**src/rtl/reg_access_arbiter_if.sv**
```systemverilog
// ----------------------------------------------------------------------------
// reg_access_arbiter_if
//
// Bundles the two requester handshakes, the read-data return path and the
// storage-register drive/return signals of reg_access_arbiter.
//
// Handshake semantics (both requesters identical):
//   - A requester raises reqN with weN/wdataN valid and holds all three
//     steady until it observes gntN high. gntN is a one-cycle pulse in the
//     cycle the arbiter issues the access to the register.
//   - Dropping reqN before gntN withdraws the request; it is never granted.
//   - doneN is a one-cycle pulse when the access has completed. For a read,
//     rdata is valid in that cycle and is held until the next read completes.
//   - reqN still high after doneN counts as a fresh request.
//
// Modports:
//   slave  : the arbiter (consumes requests and reg_rdata, produces grants,
//            completions, read data and the register drive).
//   master : the surrounding environment (requesters plus storage register).
//
// Parameters:
//   WIDTH  : data width of the storage register and all data signals.
// ----------------------------------------------------------------------------
interface reg_access_arbiter_if #(
    parameter int WIDTH = 16
);

    // Requester 0
    logic             req0;
    logic             we0;
    logic [WIDTH-1:0] wdata0;

    // Requester 1
    logic             req1;
    logic             we1;
    logic [WIDTH-1:0] wdata1;

    // Grant / completion pulses and returned data
    logic             gnt0;
    logic             gnt1;
    logic             done0;
    logic             done1;
    logic [WIDTH-1:0] rdata;
    logic             busy;

    // Storage register drive and return
    logic             reg_rw;
    logic [WIDTH-1:0] reg_wdata;
    logic [WIDTH-1:0] reg_rdata;

    modport slave (
        input  req0, we0, wdata0,
        input  req1, we1, wdata1,
        input  reg_rdata,
        output gnt0, gnt1, done0, done1,
        output rdata, busy,
        output reg_rw, reg_wdata
    );

    modport master (
        output req0, we0, wdata0,
        output req1, we1, wdata1,
        output reg_rdata,
        input  gnt0, gnt1, done0, done1,
        input  rdata, busy,
        input  reg_rw, reg_wdata
    );

endinterface

```
**src/rtl/reg_access_arbiter.sv**
```systemverilog
// ----------------------------------------------------------------------------
// reg_access_arbiter
//
// Round-robin arbiter and sequencer sharing one WIDTH-bit storage register
// (ports: clk, reset, in, read_write, registered out) between two requesters.
// One access is in flight at a time. The arbiter drives the register's
// read_write/in, and for reads samples the register's out after READ_LAT
// cycles of waiting, returning it on rdata with a done pulse.
//
// Sequence per access:  IDLE -> ISSUE -> (WAIT x READ_LAT, reads only) -> RESP
//   - gnt<id> is high during ISSUE; reg_rw/reg_wdata carry the op there.
//   - done<id> is high during RESP.
//   - Outside ISSUE reg_rw=0 and reg_wdata=0, so the register idles in read.
//
// Ports:
//   clk        : system clock, all logic on posedge.
//   reset      : synchronous, active-high reset.
//   bus        : reg_access_arbiter_if.slave
//                  req0/we0/wdata0, req1/we1/wdata1  requester inputs
//                  gnt0/gnt1       one-cycle accept pulses
//                  done0/done1     one-cycle completion pulses
//                  rdata           last read result
//                  busy            high whenever not IDLE
//                  reg_rw          register read_write (1 = write)
//                  reg_wdata       register in
//                  reg_rdata       register out
//   state_dbg  : current FSM state (0 IDLE, 1 ISSUE, 2 WAIT, 3 RESP).
//
// Parameters:
//   WIDTH      : data width (default 16).
//   READ_LAT   : WAIT cycles before reg_rdata is sampled (>= 1, default 1).
//
// Every output is a flop; the combinational process computes the value each
// output must take in the next cycle from the next state.
// ----------------------------------------------------------------------------
module reg_access_arbiter #(
    parameter int WIDTH    = 16,
    parameter int READ_LAT = 1
) (
    input  logic                  clk,
    input  logic                  reset,
    reg_access_arbiter_if.slave   bus,
    output logic [1:0]            state_dbg
);

    // Wait counter holds READ_LAT-1 down to 0.
    localparam int CW = (READ_LAT > 1) ? $clog2(READ_LAT) : 1;
    localparam logic [CW-1:0] WAIT_LOAD = CW'(READ_LAT - 1);

    typedef enum logic [1:0] {
        S_IDLE  = 2'd0,
        S_ISSUE = 2'd1,
        S_WAIT  = 2'd2,
        S_RESP  = 2'd3
    } state_t;

    state_t state_q, state_n;

    // Latched transaction of the current winner.
    logic             id_q,    id_n;
    logic             we_q,    we_n;
    logic [WIDTH-1:0] wdata_q, wdata_n;

    // Requester granted most recently; resets to 1 so requester 0 wins
    // the first tie.
    logic             last_q,  last_n;

    logic [CW-1:0]    cnt_q,   cnt_n;

    // Registered outputs.
    logic             gnt0_q,  gnt0_n;
    logic             gnt1_q,  gnt1_n;
    logic             done0_q, done0_n;
    logic             done1_q, done1_n;
    logic [WIDTH-1:0] rdata_q, rdata_n;
    logic             busy_q,  busy_n;
    logic             rw_q,    rw_n;
    logic [WIDTH-1:0] wd_q,    wd_n;

    // Winner chosen in IDLE.
    logic             pick;
    logic             pick_we;
    logic [WIDTH-1:0] pick_wdata;

    // ------------------------------------------------------------------
    // Round-robin selection: a lone request wins outright; on a tie the
    // requester that was not granted last time wins.
    // ------------------------------------------------------------------
    always_comb begin
        pick = 1'b0;
        if (bus.req0 && bus.req1) begin
            pick = ~last_q;
        end else if (bus.req1) begin
            pick = 1'b1;
        end
        pick_we    = pick ? bus.we1    : bus.we0;
        pick_wdata = pick ? bus.wdata1 : bus.wdata0;
    end

    // ------------------------------------------------------------------
    // Next-state and next-output logic.
    // ------------------------------------------------------------------
    always_comb begin
        state_n = state_q;
        id_n    = id_q;
        we_n    = we_q;
        wdata_n = wdata_q;
        last_n  = last_q;
        cnt_n   = cnt_q;
        rdata_n = rdata_q;
        gnt0_n  = 1'b0;
        gnt1_n  = 1'b0;
        done0_n = 1'b0;
        done1_n = 1'b0;
        rw_n    = 1'b0;
        wd_n    = '0;

        case (state_q)
            S_IDLE: begin
                if (bus.req0 || bus.req1) begin
                    id_n    = pick;
                    we_n    = pick_we;
                    wdata_n = pick_wdata;
                    last_n  = pick;
                    gnt0_n  = ~pick;
                    gnt1_n  = pick;
                    // ISSUE drives the register with the latched op.
                    rw_n    = pick_we;
                    wd_n    = pick_wdata;
                    state_n = S_ISSUE;
                end
            end

            S_ISSUE: begin
                if (we_q) begin
                    // The register captures the write at this edge.
                    done0_n = ~id_q;
                    done1_n = id_q;
                    state_n = S_RESP;
                end else begin
                    cnt_n   = WAIT_LOAD;
                    state_n = S_WAIT;
                end
            end

            S_WAIT: begin
                if (cnt_q == '0) begin
                    rdata_n = bus.reg_rdata;
                    done0_n = ~id_q;
                    done1_n = id_q;
                    state_n = S_RESP;
                end else begin
                    cnt_n = cnt_q - CW'(1);
                end
            end

            S_RESP: begin
                // Requests seen here wait for IDLE, so accesses never overlap.
                state_n = S_IDLE;
            end

            default: begin
                state_n = S_IDLE;
            end
        endcase

        busy_n = (state_n != S_IDLE);
    end

    // ------------------------------------------------------------------
    // State and output registers.
    // ------------------------------------------------------------------
    always_ff @(posedge clk) begin
        if (reset) begin
            state_q <= S_IDLE;
            id_q    <= 1'b0;
            we_q    <= 1'b0;
            wdata_q <= '0;
            last_q  <= 1'b1;
            cnt_q   <= '0;
            gnt0_q  <= 1'b0;
            gnt1_q  <= 1'b0;
            done0_q <= 1'b0;
            done1_q <= 1'b0;
            rdata_q <= '0;
            busy_q  <= 1'b0;
            rw_q    <= 1'b0;
            wd_q    <= '0;
        end else begin
            state_q <= state_n;
            id_q    <= id_n;
            we_q    <= we_n;
            wdata_q <= wdata_n;
            last_q  <= last_n;
            cnt_q   <= cnt_n;
            gnt0_q  <= gnt0_n;
            gnt1_q  <= gnt1_n;
            done0_q <= done0_n;
            done1_q <= done1_n;
            rdata_q <= rdata_n;
            busy_q  <= busy_n;
            rw_q    <= rw_n;
            wd_q    <= wd_n;
        end
    end

    assign bus.gnt0      = gnt0_q;
    assign bus.gnt1      = gnt1_q;
    assign bus.done0     = done0_q;
    assign bus.done1     = done1_q;
    assign bus.rdata     = rdata_q;
    assign bus.busy      = busy_q;
    assign bus.reg_rw    = rw_q;
    assign bus.reg_wdata = wd_q;

    assign state_dbg     = state_q;

endmodule
```
**src/flat_wrapper.sv**
```systemverilog
// flat-port wrapper written by rule: the top's interface ports become plain ports
module reg_access_arbiter_flat 
#(
    parameter int WIDTH    = 16,
    parameter int READ_LAT = 1
)
  (clk, reset, state_dbg, bus_req0, bus_we0, bus_wdata0, bus_req1, bus_we1, bus_wdata1, bus_reg_rdata, bus_gnt0, bus_gnt1, bus_done0, bus_done1, bus_rdata, bus_busy, bus_reg_rw, bus_reg_wdata);
  reg_access_arbiter_if #(.WIDTH(WIDTH)) bus_i ();
  input  logic clk;
  input  logic reset;
  output logic [1:0] state_dbg;
  input wire logic [$bits(bus_i.req0)-1:0] bus_req0;
  input wire logic [$bits(bus_i.we0)-1:0] bus_we0;
  input wire logic [$bits(bus_i.wdata0)-1:0] bus_wdata0;
  input wire logic [$bits(bus_i.req1)-1:0] bus_req1;
  input wire logic [$bits(bus_i.we1)-1:0] bus_we1;
  input wire logic [$bits(bus_i.wdata1)-1:0] bus_wdata1;
  input wire logic [$bits(bus_i.reg_rdata)-1:0] bus_reg_rdata;
  output wire logic [$bits(bus_i.gnt0)-1:0] bus_gnt0;
  output wire logic [$bits(bus_i.gnt1)-1:0] bus_gnt1;
  output wire logic [$bits(bus_i.done0)-1:0] bus_done0;
  output wire logic [$bits(bus_i.done1)-1:0] bus_done1;
  output wire logic [$bits(bus_i.rdata)-1:0] bus_rdata;
  output wire logic [$bits(bus_i.busy)-1:0] bus_busy;
  output wire logic [$bits(bus_i.reg_rw)-1:0] bus_reg_rw;
  output wire logic [$bits(bus_i.reg_wdata)-1:0] bus_reg_wdata;
  assign bus_i.req0 = bus_req0;
  assign bus_i.we0 = bus_we0;
  assign bus_i.wdata0 = bus_wdata0;
  assign bus_i.req1 = bus_req1;
  assign bus_i.we1 = bus_we1;
  assign bus_i.wdata1 = bus_wdata1;
  assign bus_i.reg_rdata = bus_reg_rdata;
  assign bus_gnt0 = bus_i.gnt0;
  assign bus_gnt1 = bus_i.gnt1;
  assign bus_done0 = bus_i.done0;
  assign bus_done1 = bus_i.done1;
  assign bus_rdata = bus_i.rdata;
  assign bus_busy = bus_i.busy;
  assign bus_reg_rw = bus_i.reg_rw;
  assign bus_reg_wdata = bus_i.reg_wdata;
  reg_access_arbiter #(.WIDTH(WIDTH), .READ_LAT(READ_LAT)) u_core (.clk(clk), .reset(reset), .bus(bus_i), .state_dbg(state_dbg));
endmodule
```
**config.mk**
```make
export PLATFORM = sky130hd
export DESIGN_NAME = reg_access_arbiter_flat
export DESIGN_NICKNAME = d
export VERILOG_FILES = /design/src/rtl/reg_access_arbiter_if.sv /design/src/rtl/reg_access_arbiter.sv /design/src/flat_wrapper.sv
export SDC_FILE = /design/constraint.sdc
export NUM_CORES = 1
export LEC_CHECK = 0
export CAP_MARGIN = 20
export CELL_PAD_IN_SITES_DETAIL_PLACEMENT = 1
export CELL_PAD_IN_SITES_GLOBAL_PLACEMENT = 2
export CORE_UTILIZATION = 23
export CTS_BUF_LIST = sky130_fd_sc_hd__clkbuf_2 sky130_fd_sc_hd__clkbuf_4 sky130_fd_sc_hd__clkbuf_8
export DETAILED_ROUTE_END_ITERATION = 10
export PLACE_DENSITY_LB_ADDON = 0.1
export SYNTH_ARGS = -nofsm -noshare
export SYNTH_HDL_FRONTEND = slang
export SYNTH_SLANG_ARGS = --single-unit
```
**constraint.sdc**
```tcl
create_clock -name clk -period 2.2 [get_ports clk]
set_input_delay 0.22 -clock clk [delete_from_list [all_inputs] [get_ports clk]]
set_output_delay 0.22 -clock clk [all_outputs]
set_load 0.03 [all_outputs]
```
==> flow_metrics.py <==
metrics = {
    "hold_path": {
        "min_to": "u_core.bus.done0",
        "whs_path_depth": 1,
        "hold_path_startpoint": "u_core.id_q",
        "hold_path.class": "register to register",
    },
    "die": {
        "die_x_um": 82.6,
        "die_area_um2": 6830,
        "core-area_um2": 6310,
        "ioPinCount": 94,
        "die_h_um": 82.6,
        "start_util_pct": 23.7,
        "row_count": 29,
    },
    "logic_synthesis": {
        "yosysUniqueCellTypes": 22,
        "synthCells": 126,
        "ys_warn_count": 0,
        "synth_seq_cells": 43,
        "synth_area_um2": 1500,
        "yosysSeqAreaShare_pct": 57.6,
        "syn-num-nets": 184,
        "avgSynthCellArea_um2": 11.9,
    },
    "worst_setup_path": {
        "startpoint_type": "register",
        "required_ps": 2440,
        "end_kind": "register",
        "critPathKind": "register to register",
        "r2r_slack_ps": 430,
        "rr_worst_depth": 6,
        "path_max_fanout": 14,
        "r2r_end": "u_core.bus.reg_wdata[7]",
        "r2r-start": "u_core.state_dbg[0]",
        "arrival_ps": 2010,
    },
    "detailed_routing": {
        "antenna_left": 0,
        "routedWlPerCell_um": 13.5,
        "avgViaCountPerCell": 4.30,
        "drc_errors": 0,
        "drtIter0Drc": 20,
        "wl_mm": 4.07,
        "vias": 1295,
        "dr.pass1.iters": 4,
    },
    "cells_and_area": {
        "multi_input_area_um2": 573,
        "nets": 281,
        "syn2layout_area_growth_pct": 75.5,
        "final_area_um2": 2620,
        "seqCellArea_um2": 861,
        "drive_gt1_share_pct": 11.6,
        "antenna_cells": 0,
        "fillers": 699,
        "fin_util_pct": 41.6,
        "final_cells": 301,
    },
    "placement": {
        "place.gp.congestion": 0.738,
        "placed_area_um2": 2510,
        "dpl.cell_count": 293,
        "dpl_worst_slack_ps": 313,
        "io_buffer_count": 93,
        "hpwl_mm": 3.19,
    },
    "sta": {
        "max_freq_mhz": 565,
        "setup_viol": 0,
        "grt_setup_unrepaired": "no",
        "skew_ps": 6.86,
        "min_period_ps": 1770,
        "maxSlewHeadroom_pct": 65.7,
        "final_hold_viol_count": 0,
        "slew_violations": 0,
        "setup_ws_ps": 429,
        "whs_ps": 444,
        "fin_crit_sh_pct": 80.5,
        "max_slew.worst_pin.slew_ps": 513,
        "setup_tns_ps": 0,
    },
    "run": {
        "cap_violations": 0,
    },
    "clock_network": {
        "clkLatencyLatePin_ps": 290,
        "cts_resized": 0,
        "htree_num_levels": 2,
        "clk_pin_slew_ps": 80,
        "cts_setup_buffers": 0,
        "ctsHoldBuffers": 0,
        "clk_path_buf_depth": 2,
        "cts_tree": "built",
        "cts_root_buf": "clkbuf_8",
        "cts_num_sinks": 43,
        "cts_buffers": 5,
    },
    "grt": {
        "grt-ovfl-total": 0,
        "antenna_found_initial": 0,
        "grt_pass1_vias": 1304,
        "grt_max_degree": 21,
        "grtUsageTotal_pct": 12.1,
        "grt_pass1_wl_mm": 6.07,
    },
    "power_and_ir_drop": {
        "power.density_nw_per_um2": 1120,
        "ir_worst_vdd_mv": 0.537,
        "power_leakage_nw": 1.02,
        "p_total_mw": 2.93,
    },
    "outcome": {
        "status": "completed",
    },
}
[Yosys cell counts, drive strengths merged]
cell | instances | area [µm²]
a211oi | 1 | 12.5
nor2b | 2 | 20.0
o21ai | 2 | 10.0
a21oi | 1 | 5.00
a31o | 1 | 8.76
buf | 7 | 46.3
a22o | 17 | 159
dfxtp | 43 | 861
or4b | 1 | 10.0
a21o | 1 | 7.51
inv | 4 | 15.0
nor3 | 1 | 16.3
ha | 4 | 50.1
mux2i | 16 | 160
nand2 | 3 | 11.3
a221o | 2 | 22.5
nor2 | 18 | 67.6
and3 | 2 | 12.5
[where the power goes]
part	leakage [nW]	internal (mW)	switching, mW
clock network	0.0612	0.367	0.261
logic	0.605	0.588	0.676
registers	0.352	0.957	0.0847
total	1.02	1.91	1.02
[cell type report]
type	count	area share, %
timing repair buffer	97	36.6
sequential	43	32.8
multi-input combinational	72	21.8
tap	77	3.67
clock buffer	6	3.15
clock inverter	2	1.34
inverter	4	0.572
[sequential cells by signal, indices dropped and copies added, names as in the netlist]
register and count:
u_core.bus.done1 1, u_core.bus.rdata 16, u_core.bus.done0 1, u_core.bus.busy 1
u_core.id_q 1, u_core.bus.gnt0 1, u_core.bus.gnt1 1, u_core.bus.reg_wdata 16
u_core.last_q 1, u_core.bus.reg_rw 1, u_core.state_dbg 2, u_core.we_q 1
[critical path, cell delays in order (launching register included)]
cell and delay [ps]:
dfxtp_1 340, inv_1 120, ha_1 230, nand2_1 80, a211oi_2 470, buf_4 300
a22o_1 170
[layout by cell type, fill, tap and decap left out]
cell type,count
a21o_1,1
and3_1,2
inv_1,4
a31o_2,1
a21oi_1,1
clkinv_2,1
o21ai_0,2
buf_4,4
nand2_1,3
nor2b_4,1
a211oi_2,1
a221o_2,2
dfxtp_1,43
bufinv_16,1
a22o_2,8
or4b_1,1
nor2b_1,1
ha_1,4
nor2_1,18
clkdlybuf4s50_1,93
clkbuf_8,6
mux2i_1,16
nor3_4,1
a22o_1,9
[worst max-delay path by stage]
stage	from	end	slack, ps	cells after the start
after CTS	u_core.state_dbg[0]	u_core.bus.reg_wdata[7]	380	6
after global placement	bus_req1	u_core.bus.reg_wdata[14]	440	5
after floorplan	u_core.state_dbg[0]	u_core.we_q	530	6
after global routing	u_core.state_dbg[0]	u_core.bus.reg_wdata[12]	230	6
after detailed placement	bus_req1	u_core.bus.reg_wdata[7]	310	5
final	u_core.state_dbg[0]	u_core.bus.reg_wdata[7]	430	6
[logic make-up (layout without fill, tap and decap cells)]
family | count (synthesis) | count (layout) | synth area share [%]
AOI/OAI and AO/OA | 25 | 25 | 15.1
adders and majority gates | 4 | 4 | 3.35
buffers and inverters | 11 | 109 | 4.10
DFF | 43 | 43 | 57.6
muxes | 16 | 16 | 10.7
and+or+nand+nor | 27 | 27 | 9.20
[layer usage]
layer,routed length (µm),GRT usage [%]
met5,0,0
met4,55,6.03
met3,218,2.97
met2,2020,20.0
met1,1780,14.5
Note: power is estimated with default switching activity, not from simulation.
